===== config.mk =====
export PLATFORM = sky130hd
export DESIGN_NAME = ifetch
export DESIGN_NICKNAME = d
export VERILOG_FILES = /design/src/rtl/mox_pkg.sv /design/src/rtl/ifetch_queue.sv /design/src/rtl/ifetch.sv
export SDC_FILE = /design/constraint.sdc
export NUM_CORES = 1
export LEC_CHECK = 0
export CAP_MARGIN = 20
export CORE_MARGIN = 10
export CORE_UTILIZATION = 48
export CTS_CLUSTER_DIAMETER = 150
export DETAILED_ROUTE_END_ITERATION = 12
export GPL_TIMING_DRIVEN = 0
export PLACE_DENSITY = 0.78
export SLEW_MARGIN = 20
export SYNTH_ARGS = -nofsm -noshare
export SYNTH_HDL_FRONTEND = slang
export SYNTH_SLANG_ARGS = --single-unit

===== constraint.sdc =====
create_clock -name clk_i -period 5.9 [get_ports clk_i]
set_input_delay 0.885 -clock clk_i [delete_from_list [all_inputs] [get_ports clk_i]]
set_output_delay 0.885 -clock clk_i [all_outputs]
set_load 0.1 [all_outputs]

===== src/rtl/mox_pkg.sv =====
// Shared definitions for the mox125 front end.
//   - LEN_2B/LEN_4B/LEN_6B: instruction length codes, in 16-bit parcels.
//   - fetch_state_e: fetch stage state encodings.
//   - fetch_entry_t: one 82-bit fetch queue entry {pc, inst, imm, len}.
//   - inst_len(): opcode length table.
package mox_pkg;

  localparam logic [1:0] LEN_2B = 2'd1;
  localparam logic [1:0] LEN_4B = 2'd2;
  localparam logic [1:0] LEN_6B = 2'd3;

  typedef enum logic [1:0] {
    ST_RUN   = 2'd0,
    ST_STALL = 2'd1,
    ST_FLUSH = 2'd2
  } fetch_state_e;

  typedef struct packed {
    logic [31:0] pc;
    logic [15:0] inst;
    logic [31:0] imm;
    logic [1:0]  len;
  } fetch_entry_t;

  // Form 2/3 (bit 15 set) is always a single parcel. Form 1 length depends
  // on the major opcode in bits [15:8].
  function automatic logic [1:0] inst_len(input logic [15:0] inst);
    logic [1:0] len;
    len = LEN_2B;
    if (!inst[15]) begin
      case (inst[15:8])
        8'h01, 8'h03, 8'h08, 8'h09, 8'h1a, 8'h1b,
        8'h1d, 8'h1f, 8'h20, 8'h22, 8'h24, 8'h30: len = LEN_6B;
        8'h0c, 8'h0d, 8'h36, 8'h37, 8'h38, 8'h39: len = LEN_4B;
        default:                                  len = LEN_2B;
      endcase
    end
    return len;
  endfunction

endpackage


===== src/rtl/ifetch_queue.sv =====
// Circular buffer of decoded fetch entries between fetch and decode.
//   clk_i, rst_i : clock, synchronous active-high reset
//   push_i       : write wdata_i at the tail (ignored when full)
//   pop_i        : advance the head (ignored when empty)
//   flush_i      : empty the queue; overrides push and pop
//   rdata_o      : head entry, all zero while empty
//   full_o       : DEPTH entries held
//   empty_o      : no entries held
// DEPTH must be a power of two so the pointers wrap naturally.
module ifetch_queue
  import mox_pkg::*;
#(
  parameter int DEPTH = 4
) (
  input  logic         clk_i,
  input  logic         rst_i,
  input  logic         push_i,
  input  fetch_entry_t wdata_i,
  input  logic         pop_i,
  input  logic         flush_i,
  output fetch_entry_t rdata_o,
  output logic         full_o,
  output logic         empty_o
);

  localparam int PTR_W = (DEPTH > 1) ? $clog2(DEPTH) : 1;
  localparam int CNT_W = $clog2(DEPTH + 1);

  fetch_entry_t     mem_q [DEPTH];
  logic [PTR_W-1:0] wr_ptr_q, wr_ptr_d;
  logic [PTR_W-1:0] rd_ptr_q, rd_ptr_d;
  logic [CNT_W-1:0] count_q, count_d;
  logic             do_push, do_pop;

  assign full_o  = (count_q == CNT_W'(DEPTH));
  assign empty_o = (count_q == '0);
  assign do_push = push_i & ~full_o;
  assign do_pop  = pop_i & ~empty_o;
  assign rdata_o = empty_o ? '0 : mem_q[rd_ptr_q];

  always_comb begin
    // NOTE: every output of a combinational block gets a default first, so
    // no path leaves it unassigned and no latch is inferred.
    wr_ptr_d = wr_ptr_q;
    rd_ptr_d = rd_ptr_q;
    count_d  = count_q;
    if (flush_i) begin
      wr_ptr_d = '0;
      rd_ptr_d = '0;
      count_d  = '0;
    end else begin
      if (do_push) wr_ptr_d = wr_ptr_q + PTR_W'(1);
      if (do_pop)  rd_ptr_d = rd_ptr_q + PTR_W'(1);
      case ({do_push, do_pop})
        2'b10:   count_d = count_q + CNT_W'(1);
        2'b01:   count_d = count_q - CNT_W'(1);
        default: count_d = count_q;
      endcase
    end
  end

  // NOTE: state flops use non-blocking assignments so every flop samples
  // values from before the edge, independent of statement order.
  always_ff @(posedge clk_i) begin
    if (rst_i) begin
      wr_ptr_q <= '0;
      rd_ptr_q <= '0;
      count_q  <= '0;
    end else begin
      wr_ptr_q <= wr_ptr_d;
      rd_ptr_q <= rd_ptr_d;
      count_q  <= count_d;
    end
  end

  // NOTE: storage is deliberately not reset; an entry is only read after
  // it has been written, and the zeroed empty output hides stale contents.
  always_ff @(posedge clk_i) begin
    if (do_push && !flush_i) mem_q[wr_ptr_q] <= wdata_i;
  end

endmodule


===== src/rtl/ifetch.sv =====
// mox125 instruction fetch stage, directly downstream of the icache.
//   clk_i, rst_i           : clock, synchronous active-high reset
//   ic_adr_o, ic_stb_o     : fetch request to icache (address = pc)
//   ic_hit_i, ic_inst_i,
//   ic_data_i              : combinational icache response
//   redirect_i,
//   redirect_pc_i          : branch/exception redirect; flushes the queue
//   valid_o, ready_i       : head handshake with decode
//   inst_o, imm_o, pc_o,
//   len_o                  : head entry (zero while empty)
// Optional macro IFETCH_PERF_EN adds saturating counters perf_miss_o
// (cycles stalled on a miss) and perf_fetch_o (instructions pushed).
module ifetch
  import mox_pkg::*;
#(
  parameter int          DEPTH        = 4,
  parameter logic [31:0] RESET_VECTOR = 32'h0000_1000
) (
  input  logic        clk_i,
  input  logic        rst_i,
  output logic [31:0] ic_adr_o,
  output logic        ic_stb_o,
  input  logic        ic_hit_i,
  input  logic [15:0] ic_inst_i,
  input  logic [31:0] ic_data_i,
  input  logic        redirect_i,
  input  logic [31:0] redirect_pc_i,
  output logic        valid_o,
  input  logic        ready_i,
  output logic [15:0] inst_o,
  output logic [31:0] imm_o,
  output logic [31:0] pc_o,
  output logic [1:0]  len_o
`ifdef IFETCH_PERF_EN
  ,
  output logic [31:0] perf_miss_o,
  output logic [31:0] perf_fetch_o
`endif
);

  logic [31:0]  pc_q, pc_d;
  fetch_state_e state_q, state_d;
  logic         full, empty, push, pop;
  logic [1:0]   len;
  logic [31:0]  imm;
  fetch_entry_t wr_entry, head;

  // Full blocks the request even when decode pops this cycle, keeping
  // ready_i out of the stb path.
  assign ic_adr_o = pc_q;
  assign ic_stb_o = ~rst_i & ~full & ~redirect_i;
  assign push     = ic_stb_o & ic_hit_i;
  assign pop      = ~empty & ready_i & ~redirect_i;
  assign valid_o  = ~empty;

  assign len = inst_len(ic_inst_i);

  always_comb begin
    imm = '0;
    case (len)
      LEN_6B:  imm = ic_data_i;
      LEN_4B:  imm = {16'h0, ic_data_i[31:16]};
      default: imm = '0;
    endcase
  end

  assign wr_entry = '{pc: pc_q, inst: ic_inst_i, imm: imm, len: len};

  // Next pc advances by 2*len bytes; 32-bit wrap is intentional.
  always_comb begin
    pc_d = pc_q;
    if (redirect_i)  pc_d = redirect_pc_i & ~32'h1;
    else if (push)   pc_d = pc_q + {29'd0, len, 1'b0};
  end

  always_comb begin
    state_d = state_q;
    case (state_q)
      ST_RUN:   if (ic_stb_o && !ic_hit_i) state_d = ST_STALL;
      ST_STALL: if (ic_hit_i) state_d = ST_RUN;
      ST_FLUSH: state_d = ST_RUN;
      default:  state_d = ST_RUN;
    endcase
    if (redirect_i) state_d = ST_FLUSH;
  end

  always_ff @(posedge clk_i) begin
    if (rst_i) begin
      pc_q    <= RESET_VECTOR;
      state_q <= ST_RUN;
    end else begin
      pc_q    <= pc_d;
      state_q <= state_d;
    end
  end

  ifetch_queue #(.DEPTH(DEPTH)) u_queue (
    .clk_i   (clk_i),
    .rst_i   (rst_i),
    .push_i  (push),
    .wdata_i (wr_entry),
    .pop_i   (pop),
    .flush_i (redirect_i),
    .rdata_o (head),
    .full_o  (full),
    .empty_o (empty)
  );

  assign inst_o = head.inst;
  assign imm_o  = head.imm;
  assign pc_o   = head.pc;
  assign len_o  = head.len;

`ifdef IFETCH_PERF_EN
  logic [31:0] perf_miss_q, perf_miss_d;
  logic [31:0] perf_fetch_q, perf_fetch_d;

  // A miss cycle is one where a request is outstanding without a hit.
  always_comb begin
    perf_miss_d  = perf_miss_q;
    perf_fetch_d = perf_fetch_q;
    if (ic_stb_o && !ic_hit_i && perf_miss_q != '1) perf_miss_d = perf_miss_q + 32'd1;
    if (push && perf_fetch_q != '1) perf_fetch_d = perf_fetch_q + 32'd1;
  end

  always_ff @(posedge clk_i) begin
    if (rst_i) begin
      perf_miss_q  <= '0;
      perf_fetch_q <= '0;
    end else begin
      perf_miss_q  <= perf_miss_d;
      perf_fetch_q <= perf_fetch_d;
    end
  end

  assign perf_miss_o  = perf_miss_q;
  assign perf_fetch_o = perf_fetch_q;
`endif

endmodule

== After elaboration in Yosys (flattened, before gate mapping) ==
Memories as Yosys holds them, arrays and structs flattened. A register that Yosys moved wholly into a read port is not among the register bits.
Cells that the tools add are included.

* $add $sub $neg: 5
* Equal/unequal tests: 5
* Mux-type cells: 11
* Bitwise logic cells: 11
* Reduce and logical (&&, ||, !) cells: 7

{| class="wikitable"
|+ Operators with widths
! kind !! number
|-
| $mux 82 || 1
|-
| $mux 32 || 2
|-
| $pmux 32 s2 || 1
|-
| $add 32x3->32 || 1
|-
| $mux 2 || 4
|-
| $and 1x1->1 || 7
|-
| $eq 2x2->1 const B || 3
|-
| $pmux 3 s2 || 1
|-
| $add 2x1->2 const B || 2
|-
| $not 1->1 || 4
|-
| $reduce_bool 2->1 || 2
|-
| $add 3x1->3 const B || 1
|-
| $eq 3x3->1 const B || 1
|-
| $logic_not 3->1 || 1
|-
| $sub 3x1->3 const B || 1
|-
| $eq 2x1->1 const B || 1
|-
| $logic_not 2->1 || 1
|-
| $mux 1 || 2
|-
| $reduce_or 2->1 || 1
|-
| $logic_and 1x1->1 || 1
|-
| $logic_not 1->1 || 1
|}

* Bits in registers: 39
* Bits in writable memories: 328
* Bits in read-only memories: 128
* Input port bits: 85
* Output and inout bits: 116
* Logic and storage cells: 46
* Memories kept: 2

{| class="wikitable"
|+ Memories
! memory !! depth !! bits a word !! rd ports !! clocked after Yosys merged registers in !! write ports !! RTL line !! RTL
|-
| u_queue.mem_q || 4 || 82 || 1 || 1 || 1 || ifetch_queue.sv:29 || <nowiki>fetch_entry_t mem_q [DEPTH];</nowiki>
|-
| (name not given) || 64 || 2 || 1 || 0 || 0 || mox_pkg.sv:31 || <nowiki>case (inst[15:8])</nowiki>
|}

== Logic depth before layout (Yosys ltp) ==
* Word-level depth: 9
* Depth in mapped cells: 14
* Gate-level depth less buffers: 12

== By module ==
Synthesis repeated with hierarchy kept, for this count alone.

* Cell total of the unflattened synthesis: 879
* Area total of the unflattened synthesis: 15344.7 um^2

{| class="wikitable"
|+ By module, submodules not included
! module !! times used !! cells an instance !! area each (um^2) !! sequential area each (um^2)
|-
| ifetch_queue || 1 || 574 || 12874.8 || 10029.6
|-
| ifetch || 1 || 305 || 2469.9 || 620.6
|}

== Least setup slack after synthesis ==
Ideal clock, no wire load.

* Path kind: input to output
* Start: input redirect_i
* End: output ic_stb_o
* Arrival time: 2861 ps
* Required time: 5015 ps
* Setup slack: 2154 ps
* Cell stages on the path: 4
* Path buffers: 2
* Path through: clkbuf_1 > or2_2 > clkbuf_1 > nor2b_1

* Cells in the longest elaborated chain, start to end: 2

{| class="wikitable"
|+ Ends and longest elaborated chain
! item !! RTL line !! RTL
|-
| from (decl) || ifetch.sv:26 || <nowiki>input logic redirect_i,</nowiki>
|-
| $not 1->1 || ifetch.sv:51 || <nowiki>assign ic_stb_o = ~rst_i & ~full & ~redirect_i;</nowiki>
|-
| $and 1x1->1 || ifetch.sv:51 ||
|-
| to (decl) || ifetch.sv:22 || <nowiki>output logic ic_stb_o,</nowiki>
|}

Every way passes these cells.

== Final worst setup path ==
* Start: input ic_inst_i[11]
* End: register pc_q[25] (netlist: ic_adr_o[25])

* Cells in the longest elaborated chain, start to end: 6

{| class="wikitable"
|+ Ends and longest elaborated chain
! item !! RTL line !! RTL
|-
| from (decl) || ifetch.sv:24 || <nowiki>input logic [15:0] ic_inst_i,</nowiki>
|-
| $mem_v2 64x2 || - ||
|-
| $mux 2 || mox_pkg.sv:31 ||
|-
| $mux 2 || mox_pkg.sv:30 || <nowiki>if (!inst[15]) begin</nowiki>
|-
| named net len[0] || ifetch.sv:44 || <nowiki>logic [1:0] len;</nowiki>
|-
| $add 32x3->32 || ifetch.sv:73 || <nowiki>else if (push) pc_d = pc_q + {29'd0, len, 1'b0};</nowiki>
|-
| $mux 32 || ifetch.sv:73 ||
|-
| $mux 32 || ifetch.sv:72 || <nowiki>if (redirect_i) pc_d = redirect_pc_i & ~32'h1;</nowiki>
|-
| to (signal assigned) || ifetch.sv:92 || <nowiki>pc_q <= pc_d;</nowiki>
|-
| to (decl) || ifetch.sv:41 || <nowiki>logic [31:0] pc_q, pc_d;</nowiki>
|}

The timed path passes the listed nets, and every way through them passes these cells. The select of a mux whose other input is x is not followed.
A chain may end at the register's enable or synchronous reset.

==> impl_metrics.json <==
{
  "p_sw_w": 0.00128,
  "avgSynthCellArea_um2": 17.4,
  "cts_hold_buf": 0,
  "post_cts_resized": 0,
  "ys_seq_area_share_pct": 70.5,
  "htreeDepth": 2,
  "seqPwrFrac_pct": 50.8,
  "vias_per_cell": 5.76,
  "min_period_over_period_pct": 81.5,
  "cts.clk_slew.worst_paths_ps": 60,
  "synth_area_leader_cell": "edfxtp_1",
  "hpwl_mm": 24.3,
  "synth-async-reset-ratio_pct": 0,
  "cts_made_buffers": 38,
  "final_hold_viol_count": 0,
  "seqCellArea_mm2": 0.0105,
  "powerDensity_mw_per_mm2": 303,
  "fin_nets": 1197,
  "combPwrFrac_pct": 8.1,
  "required_ps": 6330,
  "area_delta_synth_final_pct": 25.7,
  "cap_violations": 0,
  "drv_slew": 0,
  "cp_cell_sequence": "clkdlybuf4s50_1, nor3b_1, a31oi_1, nor2_1, buf_2, inv_1, ha_1, fa_1, and4_1, nand3_1, nor4_2, xnor2_1, a211oi_1",
  "postCtsSetupBuffers": 0,
  "cts.path.max_buffers": 3,
  "switching_share_pct": 22.5,
  "synth_flop_cell": "edfxtp_1",
  "synth_edf_count": 324,
  "grt_max_degree": 47,
  "antenna_found_initial": 0,
  "synth_top_area_share_pct": 65.2,
  "cp_slowest_cell": "nor2_1",
  "post-route-util_pct": 61.2,
  "worst_pin_slew_ps": 1030,
  "finClkSkew_ps": 13.3,
  "hp-class": "reg -> reg",
  "yosys_warnings": 0,
  "fp.coreArea_mm2": 0.0307,
  "ys_seq_elements": 364,
  "cp-end-kind": "register",
  "place.port_buffers": 195,
  "p_int_w": 0.00440,
  "timing.setup.tns_ps": 0,
  "fmax_mhz": 208,
  "syn-cell-area_mm2": 0.0149,
  "first_global_vias": 9188,
  "cts.sinks": 364,
  "critPathKind": "in -> reg",
  "status": "completed",
  "initialDrtViolationCount": 758,
  "ant_nets": 0,
  "grt_pass1_wl_mm": 55.8,
  "slew_headroom_pct": 31.3,
  "layout-drive-gt1-share_pct": 15.1,
  "dieArea_mm2": 0.0386,
  "cts_tree": "yes",
  "gp_congestion": 0.897,
  "rsz0062_at_grt": "no",
  "syn_inst": 860,
  "first_pass_iters": 5,
  "clkPwrFrac_pct": 41.1,
  "finalSetupViolations": 0,
  "netlist_top_cells_area": "edfxtp_1 (65%), mux4_2 (12%), dfxtp_1 (5.4%), and2_1 (3.7%), xnor2_1 (1.2%)",
  "die_y_um": 196,
  "finalHoldWorstSlack_ps": 497,
  "max-vdd-ir-drop_uv": 240,
  "vias": 8794,
  "p_leak_nw": 5.85,
  "crit_arrival_ps": 5240,
  "nFillCells": 2201,
  "crit_fanout": 11,
  "ioPinCount": 201,
  "start_util_pct": 48.7,
  "clock_latency_ps": 520,
  "cp_slowest_stage_delay_ps": 700,
  "cts-root-buf": "clkbuf_16",
  "track_usage_pct": 18.5,
  "start_kind": "input port",
  "multiInputGateArea_mm2": 0.00414,
  "grt_overflow": 0,
  "synth.distinct_cells": 53,
  "n_antenna_cell": 0,
  "wire_per_inst_um": 23.6,
  "route.detailed.drc": 0,
  "rows": 64,
  "wl_mm": 36.0,
  "period_needed_ps": 4810,
  "die_w_um": 196
}
==> stage by stage <==
step / instances / cell area (µm²) / total power, W / setup WS [ps]
floorplan: 861 / 14900 / 0.00322 / 2150
global route: 1527 / 18800 / 0.00587 / 898
CTS: 1527 / 18800 / 0.00572 / 1180
finish: 1527 / 18800 / 0.00568 / 1090
detailed placement: 1459 / 17600 / 0.00340 / 650
global placement: 1452 / 17400 / 0.00339 / 214
==> state kept, by name, indices dropped and copies added (netlist names), named ones only <==
signal            cells
u_queue.mem_q       324
ic_adr_o             31
u_queue.count_q       3
u_queue.rd_ptr_q      2
u_queue.wr_ptr_q      2
==> critical path, delay by kind of cell <==
kind / cells / cell delay, ps
and+or+nand+nor: 5 / 1710
buffers and inverters: 3 / 1280
adders and majority gates: 2 / 660
AOI/OAI and AO/OA: 2 / 540
xor gates and xnor gates: 1 / 140
==> layer usage <==
metal	share of wire (%)	wire length, µm	GRT usage (%)
met1	42	15000	24.7
met2	48	17200	29.6
met3	9.1	3280	5.16
met4	1.7	626	4.33
met5	0	0	0
==> worst paths after layout <==
kind,start,endpoint,slack (ps),cells past startpoint
max,ic_inst_i[11],ic_adr_o[25],1090,13
max reg2reg,u_queue.count_q[0],u_queue.count_q[2],3360,9
min reg2reg,u_queue.wr_ptr_q[1],u_queue.wr_ptr_q[1],500,2
min,u_queue.wr_ptr_q[1],u_queue.wr_ptr_q[1],500,2
==> power by group through the flow <==
stage	registers, W	clock network (W)	logic (W)
after floorplan	0.00302	0	0.000200
after global placement	0.00294	0	0.000450
after detailed placement	0.00294	0	0.000457
after CTS	0.00289	0.00237	0.000459
after global routing	0.00289	0.00249	0.000480
final	0.00289	0.00234	0.000458
==> synthesized netlist by cell type, types with 2 or more instances <==
cell        n
fa_1        2
buf_2      15
buf_4       2
or4_1       2
nor3_1      9
or2_2       2
mux4_2     81
nand4_1     6
o22ai_1     7
nor2_1     22
mux2_1      2
or3_1       7
xnor2_1    21
a31oi_1     9
a21oi_1    13
nand2_1    32
and4_1      4
nor4_2      3
a211oi_1    8
nand3_1    12
a311oi_1    5
o311ai_0    3
o21ai_0     5
edfxtp_1  324
nand3_2     3
and3_1     22
nand4b_1    4
and2_1     89
o211ai_1    2
a32o_1     16
dfxtp_1    40
inv_1      11
clkbuf_1   38
ha_1        7
nand2b_1    2
nor4_1     11
xor2_1      3
==> cell families (layout without fill, tap and decap cells) <==
kind of cell	after synthesis	count (layout)	synth area share, %
flip-flops	364	364	70.5
buffers and inverters	69	339	1.91
AND/OR/NAND/NOR	237	237	9.34
adder cells (fa/ha/maj)	9	9	0.855
XOR/XNOR	24	24	1.41
AO/OA/AOI/OAI	72	72	3.51
other	1	2	0.0251
multiplexers	84	84	12.4
==> placed cells by master, fill, tap and decap left out, types with 3 or more instances in the layout <==
cell,Yosys,final
nor3_1,9,9
nor4_1,11,11
nand4_1,6,6
nor4_2,3,3
xor2_1,3,3
nand3_2,3,3
dfxtp_1,40,40
clkdlybuf4s50_1,0,195
ha_1,7,7
a31oi_1,9,9
a311oi_1,5,5
and4_1,4,4
nand4b_1,4,4
clkbuf_1,38,53
and3_4,0,4
mux4_2,81,81
edfxtp_1,324,324
o22ai_1,7,7
a32o_1,16,16
inv_1,11,11
clkinv_2,0,3
nor2_1,22,22
o311ai_0,3,3
and3_1,22,18
clkbuf_16,0,39
buf_12,0,6
or3_1,7,7
buf_2,15,15
a21oi_1,13,13
and2_1,89,89
nand2_1,32,32
nand3_1,12,12
o21ai_0,5,5
bufinv_16,0,4
a211oi_1,8,8
clkinv_1,1,4
xnor2_1,21,21
==> area by class of cell <==
type	count	share of cell area (%)
flip-flops and latches	364	56.1
clock buffers	55	5.57
clock inverters	13	0.913
well taps	396	2.64
plain buffers	56	1.26
repair buffers	202	11.2
multi-input cells	428	22.1
inverters	13	0.260
No activity file was read; power rests on OpenSTA's default activity.
